<file path="config.mk">
export PLATFORM = sky130hd
export DESIGN_NAME = pooling_stream
export DESIGN_NICKNAME = d
export VERILOG_FILES = /design/src/rtl/pooling_pkg.sv /design/src/rtl/pool_combine.sv /design/src/rtl/pooling_stream.sv
export SDC_FILE = /design/constraint.sdc
export NUM_CORES = 1
export LEC_CHECK = 0
export CAP_MARGIN = 5
export CORE_MARGIN = 4
export CORE_UTILIZATION = 60
export DETAILED_ROUTE_END_ITERATION = 10
export GPL_TIMING_DRIVEN = 0
export PLACE_DENSITY = 0.83
export SYNTH_ARGS = -nofsm -noshare
export SYNTH_HDL_FRONTEND = slang
export SYNTH_SLANG_ARGS = --single-unit
</file>
<file path="constraint.sdc">
create_clock -name clk -period 6.4 [get_ports clk]
set_input_delay 1.92 -clock clk [delete_from_list [all_inputs] [get_ports clk]]
set_output_delay 1.92 -clock clk [all_outputs]
set_load 0.01 [all_outputs]
</file>
<file path="src/rtl/pooling_pkg.sv">
// Shared types for the 2x2 stride-2 pooling stream: pool mode, FSM states
// and the default pixel width.
package pooling_pkg;
    localparam int DEF_DATA_W = 16;

    typedef enum logic {
        POOL_AVG = 1'b0,
        POOL_MAX = 1'b1
    } pool_mode_e;

    typedef enum logic [1:0] {
        ST_IDLE = 2'd0,
        ST_RUN  = 2'd1,
        ST_DONE = 2'd2
    } pool_state_e;
endpackage

</file>
<file path="src/rtl/pool_combine.sv">
// Combinational pooling reduction. With i_final low it reduces a horizontal pixel
// pair; with i_final high it folds a stored pair result into a full 2x2 window.
module pool_combine
    import pooling_pkg::*;
#(
    parameter int DATA_W = DEF_DATA_W
) (
    input  pool_mode_e               i_mode,
    input  logic                     i_final,
    input  logic signed [DATA_W:0]   i_part,
    input  logic signed [DATA_W-1:0] i_left,
    input  logic signed [DATA_W-1:0] i_right,
    output logic signed [DATA_W:0]   o_result
);
    logic signed [DATA_W:0]   w_pair_sum;
    logic signed [DATA_W-1:0] w_pair_max;
    logic signed [DATA_W:0]   w_pair_max_ext;
    logic signed [DATA_W:0]   w_quad_max;
    logic signed [DATA_W+1:0] w_sum;
    logic signed [DATA_W+1:0] w_sum_adj;
    logic signed [DATA_W+1:0] w_quot;

    always_comb begin
        w_pair_sum     = {i_left[DATA_W-1], i_left} + {i_right[DATA_W-1], i_right};
        w_pair_max     = (i_left > i_right) ? i_left : i_right;
        w_pair_max_ext = {w_pair_max[DATA_W-1], w_pair_max};
        w_quad_max     = (i_part > w_pair_max_ext) ? i_part : w_pair_max_ext;
        w_sum          = {i_part[DATA_W], i_part}
                       + {{2{i_left[DATA_W-1]}}, i_left}
                       + {{2{i_right[DATA_W-1]}}, i_right};
        // Bias negative sums by 3 so the arithmetic shift truncates toward zero.
        w_sum_adj      = w_sum[DATA_W+1] ? (w_sum + (DATA_W+2)'(3)) : w_sum;
        w_quot         = w_sum_adj >>> 2;

        o_result = '0;
        if (!i_final)
            o_result = (i_mode == POOL_AVG) ? w_pair_sum : w_pair_max_ext;
        else
            o_result = (i_mode == POOL_AVG) ? w_quot[DATA_W:0] : w_quad_max;
    end
endmodule

</file>
<file path="src/rtl/pooling_stream.sv">
// Streaming 2x2 stride-2 average/max pooling over a raster-order frame, with
// valid/ready handshakes on both sides and a one-row line buffer of pair results.
//
//   state   | meaning
//   --------+-----------------------------------------------------------
//   ST_IDLE | waiting for start; mode and counters are loaded on start
//   ST_RUN  | accepting pixels and emitting pooled results
//   ST_DONE | one-cycle done pulse, then back to ST_IDLE
module pooling_stream
    import pooling_pkg::*;
#(
    parameter int DATA_W = DEF_DATA_W,
    parameter int IMG_W  = 28,
    parameter int IMG_H  = 28
) (
    input  logic                     clk,
    input  logic                     rst_n,
    input  logic                     start,
    input  logic                     mode,
    input  logic                     in_valid,
    output logic                     in_ready,
    input  logic signed [DATA_W-1:0] in_pixel,
    output logic                     out_valid,
    input  logic                     out_ready,
    output logic signed [DATA_W-1:0] out_pixel,
    output logic                     busy,
    output logic                     done
);
    localparam int TOTAL = IMG_W * IMG_H;
    localparam int CW    = $clog2(IMG_W);
    localparam int RW    = $clog2(IMG_H + 1);
    localparam int NW    = $clog2(TOTAL + 1);
    localparam int LBN   = IMG_W / 2;
    localparam int LBW   = (LBN > 1) ? $clog2(LBN) : 1;

    pool_state_e              r_state;
    pool_mode_e               r_mode;
    logic [CW-1:0]            r_col;
    logic [RW-1:0]            r_row;
    logic [NW-1:0]            r_in_cnt;
    logic signed [DATA_W-1:0] r_hold;
    logic                     r_out_valid;
    logic signed [DATA_W-1:0] r_out_pixel;
    logic signed [DATA_W:0]   r_line [LBN];

    logic                     w_in_ready;
    logic                     w_in_xfer;
    logic                     w_out_xfer;
    logic                     w_last_out;
    logic                     w_lb_we;
    logic [LBW-1:0]           w_lb_idx;
    logic signed [DATA_W:0]   w_pair;
    logic signed [DATA_W:0]   w_quad;

    assign w_in_ready = (r_state == ST_RUN) && !(r_out_valid && !out_ready)
                        && (r_in_cnt < NW'(TOTAL));
    assign w_in_xfer  = in_valid && w_in_ready;
    assign w_out_xfer = r_out_valid && out_ready;
    // Once every input is in, the pending result is the frame's last one.
    assign w_last_out = w_out_xfer && (r_in_cnt == NW'(TOTAL));
    assign w_lb_idx   = LBW'(r_col >> 1);
    assign w_lb_we    = w_in_xfer && !r_row[0] && r_col[0];

    pool_combine #(.DATA_W(DATA_W)) u_pair (
        .i_mode   (r_mode),
        .i_final  (1'b0),
        .i_part   ('0),
        .i_left   (r_hold),
        .i_right  (in_pixel),
        .o_result (w_pair)
    );

    pool_combine #(.DATA_W(DATA_W)) u_quad (
        .i_mode   (r_mode),
        .i_final  (1'b1),
        .i_part   (r_line[w_lb_idx]),
        .i_left   (r_hold),
        .i_right  (in_pixel),
        .o_result (w_quad)
    );

    always_ff @(posedge clk) begin
        if (w_lb_we)
            r_line[w_lb_idx] <= w_pair;
    end

    always_ff @(posedge clk or negedge rst_n) begin
        if (!rst_n) begin
            r_state     <= ST_IDLE;
            r_mode      <= POOL_AVG;
            r_col       <= '0;
            r_row       <= '0;
            r_in_cnt    <= '0;
            r_hold      <= '0;
            r_out_valid <= 1'b0;
            r_out_pixel <= '0;
        end else begin
            case (r_state)
                ST_IDLE: begin
                    if (start) begin
                        r_state     <= ST_RUN;
                        r_mode      <= pool_mode_e'(mode);
                        r_col       <= '0;
                        r_row       <= '0;
                        r_in_cnt    <= '0;
                        r_out_valid <= 1'b0;
                    end
                end
                ST_RUN: begin
                    if (w_in_xfer) begin
                        r_in_cnt <= r_in_cnt + 1'b1;
                        if (r_col == CW'(IMG_W - 1)) begin
                            r_col <= '0;
                            r_row <= r_row + 1'b1;
                        end else begin
                            r_col <= r_col + 1'b1;
                        end
                        if (!r_col[0])
                            r_hold <= in_pixel;
                    end
                    // A new result overrides the clear so back-to-back windows see no bubble.
                    if (w_in_xfer && r_row[0] && r_col[0]) begin
                        r_out_valid <= 1'b1;
                        r_out_pixel <= w_quad[DATA_W-1:0];
                    end else if (w_out_xfer) begin
                        r_out_valid <= 1'b0;
                    end
                    if (w_last_out)
                        r_state <= ST_DONE;
                end
                ST_DONE: r_state <= ST_IDLE;
                default: r_state <= ST_IDLE;
            endcase
        end
    end

    assign in_ready  = w_in_ready;
    assign out_valid = r_out_valid;
    assign out_pixel = r_out_pixel;
    assign busy      = (r_state == ST_RUN);
    assign done      = (r_state == ST_DONE);
endmodule

</file>
==> results of run 1 <==
==> worst register-to-register path, delay by kind of cell, from the launching register on <==
family                   cells  cell delay (ns)
buffers and inverters        6             2.05
AO/OA/AOI/OAI                6             1.97
adder cells (fa/ha/maj)      3             1.01
AND/OR/NAND/NOR              4             0.73
flip-flops                   1             0.33
==> kinds of logic after synthesis <==
group,Yosys count,share of synthesized area
DFF,290,0.566
and+or+nand+nor,245,0.0807
AOI/OAI and AO/OA,186,0.0834
muxes,119,0.139
buffers and inverters,88,0.0242
adders and majority gates,87,0.0825
xor gates and xnor gates,41,0.0246
==> stage by stage <==
| stage | cells | setup WS [ns] | TNS, ns |
|---|---|---|---|
| floorplan | 1056 | 0.261 | 0 |
| global placement | 1421 | -1.61 | -37.95 |
| detailed placement | 1442 | -1.66 | -27.10 |
| CTS | 1496 | 0.00254 | 0 |
| global route | 1497 | -0.0137 | -0.0137 |
| finish | 1497 | 0.250 | 0 |
==> layout by cell type, fill, tap and decap left out, types with 20 or more instances in the layout <==
master and instances:
edfxtp_1 238, nor2_1 68, mux4_2 67, ha_1 63, a21oi_1 61, dfrtp_1 52, nand2_1 49, inv_1 45
mux2_2 31, o21ai_0 30, clkbuf_16 29, clkdlybuf4s50_1 24, xnor2_1 22, clkbuf_1 20
==> final cells by class <==
class                      instances  area, um2
buffer                            39        216
clock buffer                      33        741
clock inverter                    21        249
fill                            1525       7190
inverter                          46        173
multi-input combinational        678       6260
sequential                       290       8450
tap                              324        405
timing repair buffer              66        712
==> flip-flops by register name, summed over array words and instances, names as in the netlist <==
register   flops
r_line       238
r_row          1
r_mode         1
r_in_cnt      10
r_col          5
out_pixel     16
r_state        2
out_valid      1
r_hold        16
==> metal layers <==
layer	routed length [um]	vias to the layer above
met3	2800	121
li1	-	4261
met5	0	-
met4	1700	0
met1	14400	4836
met2	18500	503
==> what timing repair did <==
item	in CTS	in global routing
buffers inserted	1	3
endpoints found under the setup margin	16	16
resized for setup	37	40
pin swaps	2	1
==> path summary, 6_finish.rpt <==
| check | startpoint | endpoint | slack [ns] | cells past startpoint |
|---|---|---|---|---|
| worst max-delay path | r_col[3]$_DFFE_PN0P_ | out_pixel[11]$_DFFE_PN0P_ | 0.25 | 19 |
| worst min-delay path | out_pixel[6]$_DFFE_PN0P_ | out_pixel[6]$_DFFE_PN0P_ | 0.48 | 2 |
| worst max register to register | r_col[3]$_DFFE_PN0P_ | out_pixel[11]$_DFFE_PN0P_ | 0.25 | 19 |
| worst min register to register | out_pixel[6]$_DFFE_PN0P_ | out_pixel[6]$_DFFE_PN0P_ | 0.48 | 2 |
| max in group asynchronous | rst_n | r_hold[12]$_DFFE_PN0P_ | 4.50 | 2 |
| min in group asynchronous | rst_n | r_in_cnt[8]$_DFFE_PN0P_ | 1.34 | 1 |
==> flow_summary_export.csv, run 1 <==
group,metric,value,unit
sta,hold_ws,0.476,ns
critical_path,worst_setup_path_end_kind,"register",
floorplanning,ios,42,
drt,vias_per_cell,6.49,
global_routing,antenna_found_initial,0,
drt,ant_nets,0,
clock_network,cts.path.max_buffers,3,
global_routing,grt_max_degree,32,
logic_synthesis,synthFlopType,"edfxtp_1",
critical_path,start_kind,"register",
global_routing,use_met3,0.0422,
global_routing,grt_pass1_wl,58000,um
critical_path,cp.required,6.86,ns
logic_synthesis,synth_commonest_cells,"238 x edfxtp_1, 78 x nor2_1, 68 x ha_1, 67 x mux4_2, 62 x a21oi_1",
min_path,hp-class,"reg2reg",
clock_network,ctsHoldBuffers,0,
sta,hold_viol,0,
logic_synthesis,ys_warn_count,0,
clock_network,worstSkewPairLatency,0.57,ns
status,status,"completed",
layout,final_layout_size_suffix_gt1_frac,0.206,
place,dpl_cell_area,0.0161,mm2
logic_synthesis,yosys.cell_count.top_type,"edfxtp_1",
place,dpl.hpwl,25900,um
logic_synthesis,syn_nets,1165,
critical_path,path_max_fanout,10,
sta,slew_violations,0,
layout,syn_to_final_growth,15.3,%
clock_network,tritoncts,"done",
critical_path,arrival,6.61,ns
global_routing,busiest_layer,"met2",
sta,fin_skew,0.0128,ns
sta,period_share,0.961,
logic_synthesis,synth_cell_types,76,
global_routing,grt_pass1_vias,9980,
clock_network,cts_buffers,29,
logic_synthesis,ys_top_cells_by_area,"edfxtp_1 48%, mux4_2 10%, dfrtp_1 8.7%",
place,gp_congestion,0.921,
logic_synthesis,syn_inst,1056,
drt,wirelength,37400,um
clock_network,cts_sinks,290,
critical_path,critPathTopFamily,"buffers and inverters",
critical_path,worst-path-buf-inv,6,
floorplanning,start_util,0.612,
global_routing,grtUsageMet2,0.454,
logic_synthesis,seq_area_frac_synth,0.566,
sta,fin_crit,6.15,ns
critical_path,critPathKind,"reg2reg",
layout,n_antenna_cell,0,
global_routing,grt-ovfl-total,0,
drt,vias,9721,
drt,drtIter0Drc,976,
global_routing,gr-usage-all-layers,0.272,
layout,stdcell_area,0.0172,mm2
layout,nNetsFinal,1259,
drt,first_pass_iters,5,
layout,utilization,0.705,
drt,wl_per_cell,24.9,um
global_routing,grt_util_met1,0.362,
clock_network,ctsRootBufferMaster,"clkbuf_16",
floorplanning,fp.dieW,166,um
critical_path,crit_chain,"clkbuf_1, clkbuf_2, clkbuf_1, a21oi_1, fa_1, inv_1, ha_1, inv_1, fa_1, nand2b_1, a211o_1, a21oi_1, nor2_1, a2111oi_4, o21ai_1, buf_6, nor4_1, nor3_1, o31ai_1",
critical_path,max_stage_delay,0.67,ns
clock_network,htreeDepth,1,
run,drv_cap,0,
sta,max_freq,0.163,GHz
sta,tightest_slew,1.28,ns
logic_synthesis,synth.avg_cell_area,14.1,um2
critical_path,cpMaxStageDelayCell,"clkbuf_1",
sta,slew_headroom,0.122,
logic_synthesis,synth-async-reset-ratio,0.179,
logic_synthesis,synth_top_cell_by_area,"edfxtp_1",
floorplanning,coreArea,0.0244,mm2
logic_synthesis,syn_area,0.0149,mm2
clock_network,clk_pin_slew,0.07,ns
logic_synthesis,synth_top_area_share,0.479,
place,port_buffers,41,
logic_synthesis,synth_edf_count,238,
floorplanning,die_h,166,um
sta,finalSetupViolations,0,
logic_synthesis,synth-seq-cells,290,
drt,drc_errors,0,
floorplanning,die-area,0.0275,mm2
floorplanning,placementRows,57,
Power of run 1 is left out: the tool's default activity adds up to more than one toggle a clock period on the data nets, which glitch-free logic cannot reach.
==> inputs of run 2 (changes only) <==
--- a/config.mk
+++ b/config.mk
@@ -9,7 +9,7 @@
 export CORE_MARGIN = 4
 export CORE_UTILIZATION = 60
 export DETAILED_ROUTE_END_ITERATION = 10
-export GPL_TIMING_DRIVEN = 0
+export GPL_TIMING_DRIVEN = 1
 export PLACE_DENSITY = 0.83
 export SYNTH_ARGS = -nofsm -noshare
 export SYNTH_HDL_FRONTEND = slang
==> flow_summary_export.csv, run 2 (synthesized netlist as in run 1, its figures left out) <==
group,metric,value,unit
layout,nNetsFinal,1302,
drt,wirelength,37600,um
status,status,"completed",
place,dpl_worst_slack,-0.226,ns
place,dp_cells,1485,
drt,vias_per_cell,6.36,
layout,syn_to_final_growth,16.4,%
drt,wl_per_cell,24.4,um
floorplanning,placementRows,57,
layout,regMostFlops,"r_line",
clock_network,cts_buffers,29,
sta,max_freq,0.165,GHz
critical_path,arrival,6.56,ns
critical_path,cp.required,6.90,ns
drt,ant_nets,0,
critical_path,path_max_fanout,18,
sta,finalSetupViolations,0,
sta,slew_violations,0,
global_routing,gr-usage-all-layers,0.272,
floorplanning,ios,42,
floorplanning,die_h,166,um
floorplanning,die-area,0.0275,mm2
floorplanning,start_util,0.612,
drt,top_layer,"met4",
critical_path,reg2reg_depth,15,
sta,timing.final.ws_setup,0.346,ns
layout,final_layout_size_suffix_gt1_frac,0.227,
min_path,worstHoldStart,"out_pixel[6]$_DFFE_PN0P_",
run,drv_cap,0,
min_path,hp-class,"reg2reg",
clock_network,clk_pin_slew,0.06,ns
floorplanning,fp.dieW,166,um
critical_path,critPathKind,"in2reg",
critical_path,r2r_end,"out_pixel[12]$_DFFE_PN0P_",
sta,rsz0062_at_grt,"no",
clock_network,cts.path.max_buffers,3,
min_path,min_to,"out_pixel[6]$_DFFE_PN0P_",
critical_path,start_kind,"input pin",
sta,slew_headroom,0.194,
drt,dr_wl_met2,19000,um
sta,tightest_slew,1.21,ns
layout,fillers,1569,
critical_path,r2r_slack,0.46,ns
place,port_buffers,41,
clock_network,cts-resized-gates,0,
min_path,min_delay_path_depth,2,
clock_network,ctsHoldBuffers,0,
layout,n_antenna_cell,0,
layout,instances_no_fill,1540,
floorplanning,coreArea,0.0244,mm2
drt,first_pass_iters,6,
clock_network,tritoncts,"done",
clock_network,cts_setup_buffers,0,
sta,hold_viol,0,
layout,area.sequential,0.00845,mm2
layout,largest_register_ff_count,238,
clock_network,worstSkewPairLatency,0.57,ns
global_routing,antenna_found_initial,0,
place,gp_congestion,0.973,
layout,layout_common_cells,"238 x edfxtp_1, 105 x buf_4, 68 x nor2_1, 68 x ha_1, 67 x mux4_2",
clock_network,ctsRootBufferMaster,"clkbuf_16",
sta,hold_ws,0.471,ns
drt,drc_errors,0,
sta,fin_crit,6.05,ns
clock_network,cts_sinks,290,
place,dpl.hpwl,24900,um
drt,vias,9799,
layout,mostFrequentLayoutCell,"edfxtp_1",
clock_network,htreeDepth,1,
critical_path,worst_setup_path_end_kind,"register",
drt,wl_met1,14500,um
global_routing,grt_pass1_vias,9989,
global_routing,grt_pass1_wl,58000,um
sta,fin_skew,0.0132,ns
critical_path,r2r_start,"r_col[1]$_DFFE_PN0P_",
layout,multi_input_area,0.00617,mm2
sta,period_share,0.946,
drt,drtIter0Drc,1157,
drt,wl_met3,2820,um
global_routing,grt-ovfl-total,0,
global_routing,grt_max_degree,53,
## run 2: per-stage QoR
stage / utilization / setup TNS [ns] / instance area, um2
2_1_floorplan: - / 0 / 14900
3_3_place_gp: 0.674 / -0.470 / 16400
3_5_place_dp: 0.674 / -2.32 / 16400
4_1_cts: 0.712 / 0 / 17400
5_1_grt: 0.713 / 0 / 17400
6_report: 0.713 / 0 / 17400
## run 2: critical path: stages
cell and delay (ns):
clkdlybuf4s50_1 0.49, inv_1 0.07, ha_1 0.29, nor2b_1 0.15, o211ai_1 0.13, a2111oi_0 0.39, o31ai_1 0.14, a21oi_2 0.17
buf_12 0.19, mux2i_1 0.24, inv_1 0.08, ha_1 0.29, nand4_1 0.13, or4_1 0.44, nor2b_1 0.17, a32o_1 0.24
a211oi_4 0.25, buf_12 0.18, nor2_1 0.05, a211o_1 0.27, o21ai_0 0.08, mux2_2 0.18
## run 2: area by class of cell
type	instances	area share
clock inverters	20	0.0114
flip-flops and latches	290	0.486
clock buffers	34	0.0428
inverters	46	0.00993
well taps	324	0.0233
repair buffers	148	0.0710
multi-input cells	678	0.355
## run 2: per-layer routing
metal,global-route usage,up-vias
met5,0,-
met4,0.0850,0
met3,0.0467,87
met2,0.465,467
met1,0.360,4898
li1,-,4347
## run 2: how the worst max path moves through the flow
stage	start	slack (ns)	end	cells after the start
floorplan	in_pixel[7]	0.26	out_pixel[15]$_DFFE_PN0P_	21
global placement	in_pixel[1]	-0.08	out_pixel[1]$_DFFE_PN0P_	21
detailed placement	in_pixel[1]	-0.23	out_pixel[1]$_DFFE_PN0P_	22
CTS	in_pixel[1]	0.35	out_pixel[1]$_DFFE_PN0P_	22
global route	in_pixel[2]	0.01	out_pixel[1]$_DFFE_PN0P_	21
finish	in_pixel[1]	0.35	out_pixel[1]$_DFFE_PN0P_	22
Power of run 2 is left out for the same reason.
